==> src/rtl/multicycle_pkg.sv <==
// Shared encodings for the multicycle RV control path: FSM states, opcodes,
// datapath select codes and the bundled control word.
package multicycle_pkg;

    typedef enum logic [3:0] {
        FETCH     = 4'd0,
        DECODE    = 4'd1,
        MEM_ADDR  = 4'd2,
        MEM_READ  = 4'd3,
        MEM_WB    = 4'd4,
        MEM_WRITE = 4'd5,
        EXEC_R    = 4'd6,
        ALU_WB    = 4'd7,
        BRANCH    = 4'd8
    } state_t;

    localparam logic [6:0] OP_RTYPE = 7'b0110011;
    localparam logic [6:0] OP_LD    = 7'b0000011;
    localparam logic [6:0] OP_SD    = 7'b0100011;
    localparam logic [6:0] OP_BEQ   = 7'b1100011;

    localparam logic [1:0] SRC_A_PC    = 2'b00;
    localparam logic [1:0] SRC_A_OLDPC = 2'b01;
    localparam logic [1:0] SRC_A_REG   = 2'b10;

    localparam logic [1:0] SRC_B_REG  = 2'b00;
    localparam logic [1:0] SRC_B_FOUR = 2'b01;
    localparam logic [1:0] SRC_B_IMM  = 2'b10;

    localparam logic [1:0] ALUOP_ADD   = 2'b00;
    localparam logic [1:0] ALUOP_SUB   = 2'b01;
    localparam logic [1:0] ALUOP_FUNCT = 2'b10;

    localparam logic [1:0] RES_ALUOUT = 2'b00;
    localparam logic [1:0] RES_MDR    = 2'b01;
    localparam logic [1:0] RES_ALU    = 2'b10;

    // Every strobe and select the FSM drives, gathered so one assignment
    // can clear the whole set.
    typedef struct packed {
        logic       pc_write;
        logic       ir_write;
        logic       addr_src;
        logic       mem_read;
        logic       mem_write;
        logic       reg_write;
        logic [1:0] alu_src_a;
        logic [1:0] alu_src_b;
        logic [1:0] alu_op;
        logic [1:0] result_src;
        logic       instr_done;
        logic       illegal_op;
    } ctrl_t;

    function automatic logic is_mem_op(input logic [6:0] op);
        return (op == OP_LD) || (op == OP_SD);
    endfunction

    function automatic logic is_supported(input logic [6:0] op);
        return is_mem_op(op) || (op == OP_RTYPE) || (op == OP_BEQ);
    endfunction

endpackage

==> src/rtl/multicycle_control_if.sv <==
// Bundle between the control FSM (master) and the multicycle datapath (slave).
interface multicycle_control_if;
    import multicycle_pkg::*;

    logic [6:0] opcode;
    logic       zero;
    logic       mem_ready;

    logic       pc_write;
    logic       ir_write;
    logic       addr_src;
    logic       mem_read;
    logic       mem_write;
    logic       reg_write;
    logic [1:0] alu_src_a;
    logic [1:0] alu_src_b;
    logic [1:0] ALUOp;
    logic [1:0] result_src;
    logic       instr_done;
    logic       illegal_op;
    state_t     state;

    // Memory handshake: mem_read/mem_write form a request that stays asserted,
    // with addr_src and all selects unchanged, until a rising edge that sees
    // mem_ready=1; that edge completes the access and the request drops.
    modport master (
        input  opcode, zero, mem_ready,
        output pc_write, ir_write, addr_src, mem_read, mem_write, reg_write,
        output alu_src_a, alu_src_b, ALUOp, result_src,
        output instr_done, illegal_op, state
    );

    modport slave (
        output opcode, zero, mem_ready,
        input  pc_write, ir_write, addr_src, mem_read, mem_write, reg_write,
        input  alu_src_a, alu_src_b, ALUOp, result_src,
        input  instr_done, illegal_op, state
    );

endinterface

==> src/rtl/multicycle_control.sv <==
// Main control FSM for the multicycle RV datapath: sequences fetch, decode,
// execute, memory and writeback, stalling on the single-ported memory.
module multicycle_control
    import multicycle_pkg::*;
(
    input  logic                 clk,
    input  logic                 reset,
    multicycle_control_if.master bus
);

    state_t state_q;
    state_t state_d;
    ctrl_t  ctrl;

    always_ff @(posedge clk) begin
        if (reset) begin
            state_q <= FETCH;
        end else begin
            state_q <= state_d;
        end
    end

    always_comb begin
        state_d = state_q;
        ctrl    = '0;

        case (state_q)
            FETCH: begin
                ctrl.addr_src   = 1'b0;
                ctrl.mem_read   = 1'b1;
                ctrl.alu_src_a  = SRC_A_PC;
                ctrl.alu_src_b  = SRC_B_FOUR;
                ctrl.alu_op     = ALUOP_ADD;
                ctrl.result_src = RES_ALU;
                ctrl.ir_write   = bus.mem_ready;
                ctrl.pc_write   = bus.mem_ready;
                if (bus.mem_ready) begin
                    state_d = DECODE;
                end
            end

            // The adder is otherwise idle here, so it precomputes the branch
            // target into ALUOut for BRANCH to consume.
            DECODE: begin
                ctrl.alu_src_a = SRC_A_OLDPC;
                ctrl.alu_src_b = SRC_B_IMM;
                ctrl.alu_op    = ALUOP_ADD;
                if (is_mem_op(bus.opcode)) begin
                    state_d = MEM_ADDR;
                end else if (bus.opcode == OP_RTYPE) begin
                    state_d = EXEC_R;
                end else if (bus.opcode == OP_BEQ) begin
                    state_d = BRANCH;
                end else begin
                    state_d         = FETCH;
                    ctrl.illegal_op = 1'b1;
                    ctrl.instr_done = 1'b1;
                end
            end

            MEM_ADDR: begin
                ctrl.alu_src_a = SRC_A_REG;
                ctrl.alu_src_b = SRC_B_IMM;
                ctrl.alu_op    = ALUOP_ADD;
                state_d        = (bus.opcode == OP_SD) ? MEM_WRITE : MEM_READ;
            end

            MEM_READ: begin
                ctrl.addr_src   = 1'b1;
                ctrl.result_src = RES_ALUOUT;
                ctrl.mem_read   = 1'b1;
                if (bus.mem_ready) begin
                    state_d = MEM_WB;
                end
            end

            MEM_WB: begin
                ctrl.result_src = RES_MDR;
                ctrl.reg_write  = 1'b1;
                ctrl.instr_done = 1'b1;
                state_d         = FETCH;
            end

            MEM_WRITE: begin
                ctrl.addr_src   = 1'b1;
                ctrl.result_src = RES_ALUOUT;
                ctrl.mem_write  = 1'b1;
                ctrl.instr_done = bus.mem_ready;
                if (bus.mem_ready) begin
                    state_d = FETCH;
                end
            end

            EXEC_R: begin
                ctrl.alu_src_a = SRC_A_REG;
                ctrl.alu_src_b = SRC_B_REG;
                ctrl.alu_op    = ALUOP_FUNCT;
                state_d        = ALU_WB;
            end

            ALU_WB: begin
                ctrl.result_src = RES_ALUOUT;
                ctrl.reg_write  = 1'b1;
                ctrl.instr_done = 1'b1;
                state_d         = FETCH;
            end

            BRANCH: begin
                ctrl.alu_src_a  = SRC_A_REG;
                ctrl.alu_src_b  = SRC_B_REG;
                ctrl.alu_op     = ALUOP_SUB;
                ctrl.result_src = RES_ALUOUT;
                ctrl.pc_write   = bus.zero;
                ctrl.instr_done = 1'b1;
                state_d         = FETCH;
            end

            default: begin
                state_d = FETCH;
            end
        endcase

        // A reset cycle must never leak a strobe, whatever state it lands in.
        if (reset) begin
            ctrl = '0;
        end
    end

    assign bus.pc_write   = ctrl.pc_write;
    assign bus.ir_write   = ctrl.ir_write;
    assign bus.addr_src   = ctrl.addr_src;
    assign bus.mem_read   = ctrl.mem_read;
    assign bus.mem_write  = ctrl.mem_write;
    assign bus.reg_write  = ctrl.reg_write;
    assign bus.alu_src_a  = ctrl.alu_src_a;
    assign bus.alu_src_b  = ctrl.alu_src_b;
    assign bus.ALUOp      = ctrl.alu_op;
    assign bus.result_src = ctrl.result_src;
    assign bus.instr_done = ctrl.instr_done;
    assign bus.illegal_op = ctrl.illegal_op;
    assign bus.state      = state_q;

    a_no_rw_mw: assert property (@(posedge clk) !(bus.reg_write && bus.mem_write));

    // A stalled request keeps the same address and selects on the next cycle.
    a_stall_hold: assert property (@(posedge clk) disable iff (reset)
        ((bus.mem_read || bus.mem_write) && !bus.mem_ready) |=>
            (reset || ($stable(bus.mem_read) && $stable(bus.mem_write) &&
                       $stable(bus.addr_src) && $stable(bus.alu_src_a) &&
                       $stable(bus.alu_src_b) && $stable(bus.result_src))));

endmodule

==> src/flat_wrapper.sv <==
// flat-port wrapper written by rule: the top's interface ports become plain ports
module multicycle_control_flat import multicycle_pkg::*;
  (clk, reset, bus_opcode, bus_zero, bus_mem_ready, bus_pc_write, bus_ir_write, bus_addr_src, bus_mem_read, bus_mem_write, bus_reg_write, bus_alu_src_a, bus_alu_src_b, bus_ALUOp, bus_result_src, bus_instr_done, bus_illegal_op, bus_state);
  multicycle_control_if bus_i ();
  input  logic clk;
  input  logic reset;
  input wire logic [$bits(bus_i.opcode)-1:0] bus_opcode;
  input wire logic [$bits(bus_i.zero)-1:0] bus_zero;
  input wire logic [$bits(bus_i.mem_ready)-1:0] bus_mem_ready;
  output wire logic [$bits(bus_i.pc_write)-1:0] bus_pc_write;
  output wire logic [$bits(bus_i.ir_write)-1:0] bus_ir_write;
  output wire logic [$bits(bus_i.addr_src)-1:0] bus_addr_src;
  output wire logic [$bits(bus_i.mem_read)-1:0] bus_mem_read;
  output wire logic [$bits(bus_i.mem_write)-1:0] bus_mem_write;
  output wire logic [$bits(bus_i.reg_write)-1:0] bus_reg_write;
  output wire logic [$bits(bus_i.alu_src_a)-1:0] bus_alu_src_a;
  output wire logic [$bits(bus_i.alu_src_b)-1:0] bus_alu_src_b;
  output wire logic [$bits(bus_i.ALUOp)-1:0] bus_ALUOp;
  output wire logic [$bits(bus_i.result_src)-1:0] bus_result_src;
  output wire logic [$bits(bus_i.instr_done)-1:0] bus_instr_done;
  output wire logic [$bits(bus_i.illegal_op)-1:0] bus_illegal_op;
  output wire logic [$bits(bus_i.state)-1:0] bus_state;
  assign bus_i.opcode = bus_opcode;
  assign bus_i.zero = bus_zero;
  assign bus_i.mem_ready = bus_mem_ready;
  assign bus_pc_write = bus_i.pc_write;
  assign bus_ir_write = bus_i.ir_write;
  assign bus_addr_src = bus_i.addr_src;
  assign bus_mem_read = bus_i.mem_read;
  assign bus_mem_write = bus_i.mem_write;
  assign bus_reg_write = bus_i.reg_write;
  assign bus_alu_src_a = bus_i.alu_src_a;
  assign bus_alu_src_b = bus_i.alu_src_b;
  assign bus_ALUOp = bus_i.ALUOp;
  assign bus_result_src = bus_i.result_src;
  assign bus_instr_done = bus_i.instr_done;
  assign bus_illegal_op = bus_i.illegal_op;
  assign bus_state = bus_i.state;
  multicycle_control u_core (.clk(clk), .reset(reset), .bus(bus_i));
endmodule
==> config.mk <==
export PLATFORM = sky130hd
export DESIGN_NAME = multicycle_control_flat
export DESIGN_NICKNAME = d
export VERILOG_FILES = /design/src/rtl/multicycle_pkg.sv /design/src/rtl/multicycle_control_if.sv /design/src/rtl/multicycle_control.sv /design/src/flat_wrapper.sv
export SDC_FILE = /design/constraint.sdc
export NUM_CORES = 1
export LEC_CHECK = 0
export ABC_AREA = 1
export CORE_MARGIN = 2
export CORE_UTILIZATION = 31
export CTS_BUF_LIST = sky130_fd_sc_hd__clkbuf_16
export CTS_CLUSTER_DIAMETER = 200
export CTS_CLUSTER_SIZE = 10
export DETAILED_ROUTE_END_ITERATION = 6
export HOLD_SLACK_MARGIN = 0.05
export PLACE_DENSITY = 0.84
export SLEW_MARGIN = 20
export SYNTH_ARGS = -nofsm -noshare
export SYNTH_HDL_FRONTEND = slang
export SYNTH_SLANG_ARGS = --single-unit
==> constraint.sdc <==
create_clock -name clk -period 1.14 [get_ports clk]
set_clock_uncertainty 0.05 [all_clocks]
set_input_delay 0.228 -clock clk [delete_from_list [all_inputs] [get_ports clk]]
set_output_delay 0.228 -clock clk [all_outputs]
set_load 0.01 [all_outputs]
==> results.md <==
- The flow ran to the end, but the final reports show violations.
- The checks that failed: setup timing.
- The buffer levels on the longest clock path is 2.
- The congestion estimate from routability-driven global placement came to 0.877.
- Global routing finished with a remaining overflow of 0.
- Along the worst hold path, the cell count comes to 4.
- Ranked by total cell area, the synthesized netlist is headed by sky130_fd_sc_hd__dfxtp_1 17%, sky130_fd_sc_hd__nor2_1 14%, sky130_fd_sc_hd__nand2_1 13%, sky130_fd_sc_hd__inv_1 11%, sky130_fd_sc_hd__a21oi_1 8.6%.
- The worst-case IR drop observed on VDD is approximately 0.0011 V.
- The number of DRC violations after detailed routing is 0.
- For this configuration, the core starts out at a cell density of 0.343.
- The number of nets still failing antenna checks after routing is 0.
- The via count of the first global-routing pass is between 900 and 1,000.
- The number of instances in the synthesized netlist is 87.
- The number of buffers inserted during clock tree synthesis is 3.
- The die extent in y is 42.6 um.
- The overall power of the completed layout is ~1.1 mW.
- After detailed routing, the number of vias per cell comes to 6.01.
- At the end of the flow, the number of nets in the layout was 166.
- Setup repair after global routing could not meet its margin everywhere.
- The placement-stage worst setup slack is -0.916 ns.
- The number of rows created at floorplan is 13.
- The number of warnings issued by yosys is 0.
- The maximum number of pins on one net before global-route repair is 8.
- The initial antenna violation count is 0.
- The total I/O pin count is 31.
- Once placement completed, the tool counted placed cells totaling 153.
- The detailed router placed 1,015 vias in this run.
- For the worst setup path, the data arrival time is roughly 1.4 ns.
- The number of hold buffers added after cts is 0.
- The netlist area before placement is 463 um^2.
- The cell with the largest stage delay on the worst path is sky130_fd_sc_hd__dfxtp_4.
- The clock reaches the later pin of the worst-skew pair after 0.23 ns.
- The share of total power dissipated in sequential elements is 0.141.
- In this design, the stage delay of the slowest critical-path cell is 0.36 ns.
- The switching share of power is 0.288.
- The internal portion of total power is 773 uW.
- The kind of end point of the critical path is an output pin.
- The area overhead of the layout relative to synthesis is 182%.
- Of the total power, the clock network draws 0.518.
- The largest delay contributor family on the critical path is simple AND/OR/NAND/NOR gates.
- The CTS tree is yes.
- After synthesis the netlist holds a flip-flop and latch count of 4.
- The mean instance size in the synthesized netlist is 5.32 um^2.
- The share of total power dissipated in combinational logic is 0.341.
- The wire length of the first global-routing pass is 4750 um.
- The switching component of the power is 313 uW.
- The dominant cell type by area after synthesis is sky130_fd_sc_hd__dfxtp_1.
- The worst register-to-register path has a depth of 9.
- The worst path setup slack after routing is -0.572 ns.
- The path class of the lowest-slack min-delay path is in -> reg.
- Setup violations remaining at the end of the flow were counted as 21.
- The cell occurring most often along the worst timing path is sky130_fd_sc_hd__nand2_2.
- The critical path is of the reg -> out type.
- The type of element launching the critical path is a flop.
- Once layout is complete, the cells apart from fillers number 169.
- The library cell used most frequently in the layout, excluding fill and tap cells, is sky130_fd_sc_hd__buf_4.
- The half-perimeter wire length after placement is 1480 um.
- The tree is rooted in a sky130_fd_sc_hd__clkbuf_16.
- Summed over all layers, the routed wires come to 3700 um.
- The floorplan step set the die width to 42.6 um.
- The worst-case headroom to the max-slew limit is 0.813.
- The number of clock sinks is 4.
- The number of diodes added for antenna fixing is 0.
- For this block, the initial DRC count from the detailed router was 54.
- The sequential share of the synthesized area is 0.173.
- The count of max-cap constraint violations is 0.
- The final max-slew violation count came to 0.
- The number of nets in the synthesized netlist is 98.
- The top cell type's share of synthesized area is 0.173.
- The number of library cell types mapped by synthesis is 18.
- The flip-flop count of the largest register after layout is 4.
- The accumulated negative setup slack is -8.42 ns.
- In this run the number of cells on the critical path is 8.
- The number of buffers and inverters on the critical path is 2.
- The library cells used most frequently in the layout, excluding fill and tap cells, are 29 x sky130_fd_sc_hd__buf_4, 12 x sky130_fd_sc_hd__buf_6, 11 x sky130_fd_sc_hd__nor2_4, 10 x sky130_fd_sc_hd__nand2_1.
- Along the worst path, the maximum fanout reaches 5.
- The number of search-and-repair iterations in the first detailed-routing pass is 4.
- The die outline area is 1820 um^2.
- The total global-route track usage is 0.357.
- The peak clock frequency supported by timing is 0.584 GHz.
- At the pin with the least slew margin, the transition time is 0.279 ns.
- Of the available clock period, the critical path in the final layout requires 1.50.
- The fraction of layout instances using a drive strength above 1 is 0.714.
- The count of buffers from port buffering is 30.
- In this run the number of H-tree levels came out at 1.
- The register clock-pin slew on the reported worst setup and hold paths is 0.03 ns.
- The critical path goes through nor2_4, inv_2, nand2_2, nand2_2, nand2_2, a21oi_2, a21oi_2, buf_2.
- For this design the ratio of total power to cell area is 832 nW/um^2.
- The core box area is 1350 um^2.
- After layout, the minimum clock period comes to about 1.7 ns.
- The average wire per cell in the routed design is ~22 um.
- The data required time at the worst endpoint is 0.86 ns.
- The final hold violation count came to 0.
- In this run the static leakage power is approximately 0.6 nW.
==> tightest hold or removal path: cells and delay by family <==
family,cells,cell delay (ns)
AND/OR/NAND/NOR,2,0.17
buffers and inverters,2,0.41
==> routing by layer <==
layer | wire length, um | track usage
met3 | 298 | 0.0647
met4 | 346 | 0.225
met5 | 0 | 0
met1 | 1300 | 0.398
met2 | 1750 | 0.609
==> kinds of logic after synthesis <==
group / share of synthesized area
AO/OA/AOI/OAI: 0.130
buffers and inverters: 0.154
flip-flops: 0.173
AND/OR/NAND/NOR: 0.543
==> final timing paths <==
| check | to | startpoint | slack (ns) |
|---|---|---|---|
| setup / recovery | bus_instr_done | u_core.bus.state[0]$_SDFFE_PP0P_ | -0.57 |
| hold / removal | u_core.bus.state[3]$_SDFFE_PP0P_ | bus_opcode[6] | 0.57 |
| setup reg to reg | u_core.bus.state[1]$_SDFFE_PP0P_ | u_core.bus.state[1]$_SDFFE_PP0P_ | -0.40 |
| hold reg to reg | u_core.bus.state[3]$_SDFFE_PP0P_ | u_core.bus.state[0]$_SDFFE_PP0P_ | 0.59 |
==> power groups by stage <==
| stage | sequential, mW | clock [mW] | combinational [mW] |
|---|---|---|---|
| 6_report | 0.153 | 0.562 | 0.371 |
| 3_3_place_gp | 0.155 | 0 | 0.275 |
| 5_1_grt | 0.154 | 0.576 | 0.381 |
| 4_1_cts | 0.152 | 0.573 | 0.293 |
| 3_5_place_dp | 0.154 | 0 | 0.284 |
| 2_1_floorplan | 0.157 | 0 | 0.119 |
==> cell type report <==
cell class	instances	area, um^2
fillers	29	45.0
repair buffers	65	538
clock buffers	3	75.1
clock inverters	1	3.75
well taps	15	18.8
multi-input cells	65	517
flip-flops and latches	4	90.1
inverters	16	62.6
==> synthesized netlist by cell type <==
master / number
sky130_fd_sc_hd__inv_1: 13
sky130_fd_sc_hd__a31oi_1: 1
sky130_fd_sc_hd__o21ai_0: 1
sky130_fd_sc_hd__clkbuf_1: 1
sky130_fd_sc_hd__o21ai_2: 1
sky130_fd_sc_hd__nor2_2: 1
sky130_fd_sc_hd__nor2_1: 17
sky130_fd_sc_hd__buf_4: 1
sky130_fd_sc_hd__dfxtp_1: 4
sky130_fd_sc_hd__nand2_1: 16
sky130_fd_sc_hd__nor3_1: 3
sky130_fd_sc_hd__a21oi_1: 8
sky130_fd_sc_hd__nand2_2: 5
sky130_fd_sc_hd__nor2_4: 2
sky130_fd_sc_hd__inv_2: 3
sky130_fd_sc_hd__nor4_1: 1
sky130_fd_sc_hd__nand3_1: 8
sky130_fd_sc_hd__or2_1: 1
==> metrics by stage <==
step	utilization	hold WS, ns	instance area, um^2
floorplan	-	0.249	528
finish	0.967	0.566	1310
global placement	0.747	0.545	1010
detailed placement	0.747	0.553	1010
CTS	0.880	0.525	1190
global route	0.967	0.563	1310
==> repair_timing <==
| action | in CTS | in global routing |
|---|---|---|
| setup buffers | 10 | 3 |
| endpoints found under the setup margin | 24 | 22 |
| pin swaps | 21 | 13 |
| resized for setup | 107 | 26 |
Power figures use the tool's default switching activity.
